==> config.mk <==
export PLATFORM = sky130hd
export DESIGN_NAME = counter_bcd_chain
export DESIGN_NICKNAME = d
export VERILOG_FILES = /design/src/rtl/counter_bcd_chain.sv
export SDC_FILE = /design/constraint.sdc
export NUM_CORES = 1
export LEC_CHECK = 0
export ABC_AREA = 1
export CORE_ASPECT_RATIO = 1.2
export CORE_UTILIZATION = 45
export DETAILED_ROUTE_END_ITERATION = 6
export MAX_ROUTING_LAYER = met4
export PLACE_DENSITY_LB_ADDON = 0.25
export SYNTH_ARGS = -nofsm -noshare
export SYNTH_HDL_FRONTEND = slang
export SYNTH_SLANG_ARGS = --single-unit
==> constraint.sdc <==
create_clock -name clock -period 2 [get_ports clock]
set_input_delay 0.4 -clock clock [delete_from_list [all_inputs] [get_ports clock]]
set_output_delay 0.4 -clock clock [all_outputs]
set_load 0.02 [all_outputs]
==> src/rtl/counter_bcd_chain.sv <==
// Multi-digit mixed-radix up/down counter with synchronous load and
// wrap-or-saturate behaviour at the count limits.
//
// Ports:
//   clock   rising-edge clock
//   clear   asynchronous active-high reset (digits=0, done=0)
//   loadn   synchronous load, active low (beats counting)
//   en      count enable
//   up      direction, 1 = up, 0 = down
//   data    load value, digit0 in [3:0], fields clamped to MOD_i-1
//   digits  current count (registered)
//   zero    all digits 0 (combinational)
//   tc      terminal count for the current direction (combinational)
//   done    one-cycle pulse after a down count reaches zero (registered)
module counter_bcd_chain #(
    parameter int unsigned DIGITS = 4,
    parameter logic [31:0] MODULI = 32'h0000_6A6A,
    parameter bit          WRAP   = 1'b1
) (
    input  logic                  clock,
    input  logic                  clear,
    input  logic                  loadn,
    input  logic                  en,
    input  logic                  up,
    input  logic [4*DIGITS-1:0]   data,
    output logic [4*DIGITS-1:0]   digits,
    output logic                  zero,
    output logic                  tc,
    output logic                  done
);

    localparam int unsigned W = 4 * DIGITS;

    logic [W-1:0] digits_q;
    logic [W-1:0] count_nxt;
    logic [W-1:0] load_nxt;
    logic [W-1:0] digits_nxt;
    logic         done_q;
    logic         done_nxt;
    logic         all_zero;
    logic         all_max;
    logic         ripple;

    // Limit detection over the whole chain.
    always_comb begin
        all_zero = 1'b1;
        all_max  = 1'b1;
        for (int unsigned i = 0; i < DIGITS; i++) begin
            if (digits_q[4*i +: 4] != 4'd0)
                all_zero = 1'b0;
            if (digits_q[4*i +: 4] != (MODULI[4*i +: 4] - 4'd1))
                all_max = 1'b0;
        end
    end

    // Ripple carry/borrow: a digit steps only while every lower digit wrapped.
    always_comb begin
        count_nxt = digits_q;
        ripple    = 1'b1;
        for (int unsigned i = 0; i < DIGITS; i++) begin
            if (ripple) begin
                if (up) begin
                    if (digits_q[4*i +: 4] == (MODULI[4*i +: 4] - 4'd1)) begin
                        count_nxt[4*i +: 4] = 4'd0;
                    end else begin
                        count_nxt[4*i +: 4] = digits_q[4*i +: 4] + 4'd1;
                        ripple = 1'b0;
                    end
                end else begin
                    if (digits_q[4*i +: 4] == 4'd0) begin
                        count_nxt[4*i +: 4] = MODULI[4*i +: 4] - 4'd1;
                    end else begin
                        count_nxt[4*i +: 4] = digits_q[4*i +: 4] - 4'd1;
                        ripple = 1'b0;
                    end
                end
            end
        end
    end

    // Load value with out-of-range fields clamped to the digit maximum.
    always_comb begin
        load_nxt = '0;
        for (int unsigned i = 0; i < DIGITS; i++) begin
            if (data[4*i +: 4] >= MODULI[4*i +: 4])
                load_nxt[4*i +: 4] = MODULI[4*i +: 4] - 4'd1;
            else
                load_nxt[4*i +: 4] = data[4*i +: 4];
        end
    end

    // Next state: load > count > hold; done only on a counted arrival at zero.
    always_comb begin
        digits_nxt = digits_q;
        done_nxt   = 1'b0;
        if (!loadn) begin
            digits_nxt = load_nxt;
        end else if (en) begin
            if (WRAP || !(up ? all_max : all_zero)) begin
                digits_nxt = count_nxt;
                done_nxt   = !up && !all_zero && (count_nxt == '0);
            end
        end
    end

    always_ff @(posedge clock or posedge clear) begin
        if (clear) begin
            digits_q <= '0;
            done_q   <= 1'b0;
        end else begin
            digits_q <= digits_nxt;
            done_q   <= done_nxt;
        end
    end

    assign digits = digits_q;
    assign done   = done_q;
    assign zero   = all_zero;
    assign tc     = en & ((~up & all_zero) | (up & all_max));

endmodule

After elaboration in Yosys (flattened, before gate mapping)
Index checks and enable logic that the tools add are counted.
- register bits: 17
- bits in latches: 0
- RAM bits: 0
- ROM bits: 0
- logic and storage cells: 83
- memories kept: 0
- add/sub/neg operators: 8
- multipliers: 0
- divide/modulo/power cells: 0
- $lt $le $gt $ge: 4
- equality and inequality tests: 9
- shift-type cells: 0
- mux-type cells: 42
- bitwise operators: 5
- reduce and logical (&&, ||, !) cells: 13
- operators by type and width (operator ; number):
    $mux 4 ; 19
    $mux 16 ; 2
    $mux 1 ; 21
    $add 4x1->4 const B ; 4
    $logic_not 16->1 ; 1
    $logic_not 4->1 ; 4
    $reduce_bool 4->1 ; 4
    $sub 4x1->4 const B ; 4
    $eq 4x3->1 const B ; 2
    $eq 4x4->1 const B ; 2
    $ge 4x3->1 const B ; 2
    $ge 4x4->1 const B ; 2
    $ne 4x3->1 const B ; 2
    $ne 4x4->1 const B ; 2
    $and 1x1->1 ; 3
    $logic_and 1x1->1 ; 2
    $logic_not 1->1 ; 2
    $ne 2x1->1 const B ; 1
    $not 1->1 ; 1
    $or 1x1->1 ; 1

Depth between registers and ports, before layout
- depth after elaboration: 10
- mapped depth: 14
- depth with buffers taken out: 14

Worst setup path before layout
Ideal clock, no wire load.
- path type: reg-to-output
- start: register digits_q[0] (netlist: digits[0])
- end: output port zero
- data arrival time: 1.547 ns
- required time: 1.600 ns
- setup slack: 0.053 ns
- stages on the path, launching flop included: 4
- cells stage by stage: dfrtp_1 nor2_1 nand2_2 nor4_1
- cells in the longest elaborated chain, start to end: 5
- ends and longest elaborated chain (what ; RTL line ; RTL):
    start, declared ; 34 ; logic [W-1:0] digits_q;
    start signal, assigned ; 111 ; digits_q <= digits_nxt;
    $reduce_bool 4->1 ; 49 ; if (digits_q[4*i +: 4] != 4'd0)
    $mux 1 (4 in a row) ; 49 ;
    end, declared ; 27 ; output logic zero,
Every way passes these cells.

Worst setup path after layout
- start: register digits_q[3] (netlist: digits[3])
- end: output port tc
- cells in the longest elaborated chain, start to end: 8
- elaborated cells between the ends (all ways): 14
- classes of those cells: eq/ne: 1; mux: 8; bitwise: 4; reduce/logical: 1
- ends and longest elaborated chain (what ; RTL line ; RTL):
    $ne 4x4->1 or $reduce_bool 4->1 (tied branches) ; 51, 49 ;
    $mux 1, on equally long branches (4 in a row) ; 51, 49 ;
    $and 1x1->1 ; 119 ; assign tc = en & ((~up & all_zero) | (up & all_max));
    $or 1x1->1 (*) ; 119 ;
    $and 1x1->1 (*) ; 119 ;
    end, declared ; 28 ; output logic tc,
Every way passes the cells marked *; elsewhere a longest branch is shown, timed or not.

==> flow_summary.json <==
{
  "syn_area_um2": 1560,
  "numPortBuffers": 39,
  "grt_use_total_pct": 31.3,
  "startpoint_type": "register",
  "worst_pin_slew_ps": 466,
  "yosys.area.top_type_share_pct": 27.3,
  "peakVddDrop_v": 0.000659,
  "fill_cells": 244,
  "synth-edff-count": 0,
  "synth_top_family_by_area": "simple AND/OR/NAND/NOR gates",
  "rr_startpoint": "digits[0]",
  "fp-row-count": 23,
  "cp.arrival_ps": 1630,
  "synthTopCellsByArea": "dfrtp_1 (27%), nand2_1 (18%), nand3_1 (9.0%), nor2_1 (8.7%), inv_1 (6.5%)",
  "die_h_um": 66.5,
  "worstPathRequired_ps": 1600,
  "path_buf_inv": 1,
  "synthXorXnorAreaFrac_pct": 0,
  "grt_pass1_wl_um": 8880,
  "core_area_um2": 3310,
  "post-route-util_pct": 78.0,
  "path_max_fanout": 4,
  "clkLatencyLatePin_ps": 250,
  "post_drt_wl_per_cell_um": 13.2,
  "stdcell_area_um2": 2580,
  "synth-simple-area-share_pct": 45.2,
  "area_growth_pct": 65.8,
  "fmax_ghz": 0.493,
  "multi_input_area_um2": 1030,
  "die_area_um2": 3700,
  "end_kind": "output pin",
  "drv_cap": 0,
  "io_pins": 40,
  "min_period_over_period_pct": 101,
  "synth_largest_area_cell": "dfrtp_1",
  "finalCriticalPeriod_ps": 2030,
  "ys_types": 29,
  "yosys_warnings": 0,
  "setup_viol": 1,
  "die_x_um": 55.7,
  "cts_buffers": 3,
  "synth.area.mux_share_pct": 0,
  "ys_ff_latch": 17,
  "syn_nets": 280,
  "dp_hpwl_um": 4160,
  "synthAdderAreaFrac_pct": 0,
  "drc": 0,
  "drt_iter0_drc": 149,
  "drt_wl_total_um": 5350,
  "violations": "setup timing",
  "leakagePower_nw": 1.30,
  "dpl-instance-area_um2": 2480,
  "antenna_left": 0,
  "skew_ps": 0.691,
  "avgSynthCellArea_um2": 6.01,
  "drtPass1Iterations": 4,
  "rsz0062_at_grt": "yes",
  "grt_pass1_vias": 2134,
  "status": "finished with violations",
  "hold_path_class": "input pin to async pin",
  "p_per_area_nw_per_um2": 578,
  "grt_start_max_net_pins": 18,
  "seqCellArea_um2": 427,
  "num_antenna_cells": 0,
  "synthArstFlopShare_pct": 100,
  "initial_core_util_pct": 47.1,
  "cpPeakStageDelay_ps": 420,
  "root_buffer": "clkbuf_8",
  "num_vias": 2234,
  "hold_viol_final": 0,
  "nNetsFinal": 390,
  "synth_compound_area_share_pct": 18.5,
  "place_congestion": 0.942,
  "setup_ws_ps": -27.5,
  "cts_max_level": 1,
  "clockBufferDepth": 2,
  "crit_path_top_delay_cell": "dfrtp_1",
  "worstSetupPathType": "register to output pin",
  "via_per_inst": 5.52,
  "clk_pin_slew_ps": 70,
  "reg2reg_slack_ps": 110,
  "cp_top_family": "simple AND/OR/NAND/NOR gates",
  "synth_seq_area_share_pct": 27.3,
  "drive_above_1_share_pct": 26.4,
  "synth_cells": 259,
  "reg2regPathDepth": 10,
  "crit_path_cell_trace": "nor2_2 -> nand2_2 -> nor2_1 -> a21oi_1 -> nor3_1 -> o21a_1 -> buf_6",
  "overflow": 0,
  "synthFlopType": "dfrtp_1",
  "cts_sinks": 17,
  "antenna_found_initial": 0,
  "cts_tree": "yes",
  "finalMaxSlewViolations": 0,
  "max_slew_margin_pct": 68.6,
  "r2r-end": "digits[5]"
}
[cells by family (layout without fill, tap and decap cells)]
group           Yosys count  after routing
compound gates           47             47
buf+inv                  36            145
flops                    17             17
simple gates            159            159
[tightest hold or removal path, stage by stage]
cell and delay [ps]:
clkdlybuf4s50_1 410, inv_1 50, buf_4 250
[synthesized netlist by cell type (2+ instances only)]
master    count
nor3_1        4
a21oi_1       8
o211ai_1      3
nand2_1      74
inv_2         2
o21ai_1       4
o22ai_1       2
o221ai_1      6
o21a_1        2
o21ai_0      17
buf_2         4
nand3_1      28
nand2_2       4
nor2_1       36
clkbuf_1      2
nand2_4       2
inv_1        27
dfrtp_1      17
nand4_1       7
[stage by stage]
step / total power [mW] / TNS, ps / setup WS, ps / instances / hold WS [ps]
after floorplan: 0.786 / 0 / 52.6 / 259 / 326
after global placement: 1.17 / -2460 / -434 / 397 / 600
after detailed placement: 1.19 / -3180 / -474 / 397 / 603
after CTS: 1.47 / -20.8 / -20.8 / 403 / 491
after global routing: 1.59 / -72.4 / -72.4 / 405 / 533
final: 1.49 / -27.5 / -27.5 / 405 / 484
[final cells by class]
| class | count | area share (%) |
|---|---|---|
| clock buffer | 4 | 1.74 |
| timing repair buffer | 111 | 35.9 |
| inverter | 30 | 4.36 |
| tap | 37 | 1.79 |
| sequential | 17 | 16.5 |
| multi-input combinational | 206 | 39.7 |
[worst max path at each step]
stage                          from    to  slack [ps]  depth (start not counted)
after floorplan           digits[0]  zero          50                          3
after global placement           up    tc        -430                          6
after detailed placement         up    tc        -470                          6
after CTS                 digits[1]    tc         -20                          7
after global routing      digits[0]    tc         -70                          7
final                     digits[3]    tc         -30                          7
[power by group]
part / switching, mW / internal [mW]
clock network: 0.120 / 0.142
registers: 0.0349 / 0.380
logic: 0.422 / 0.395
[what timing repair did]
item	CTS	global route
resized for setup	17	6
hold buffers	0	0
pin swaps	1	2
buffers inserted	2	2
setup endpoints to repair	5	2
[placed cells by master (no fill, tap or decap), types with 2 or more instances in the layout]
cell and instances:
nand2_1 74, buf_4 72, clkdlybuf4s50_1 36, nor2_1 29, inv_1 27, nand3_1 27, o21ai_0 17, dfrtp_1 16
a21oi_1 8, nor2_2 7, nand4_1 7, o221ai_1 6, nand2_2 4, o21ai_1 4, nor3_1 4, o211ai_1 3
clkbuf_8 3, inv_2 2, nand2_4 2, o22ai_1 2, o21a_1 2
[per-layer routing]
metal / up-vias / wire length, um / track usage, %
li1: 1088 / - / -
met1: 1018 / 2110 / 34.2
met2: 109 / 2740 / 57.2
met3: 19 / 310 / 3.11
met4: 0 / 187 / 15.0
met5: - / 0 / -
[state kept, by name (all words and copies together), names as in the netlist]
signal and cells:
digits 16, done 1
(Power assumes the default switching activity.)
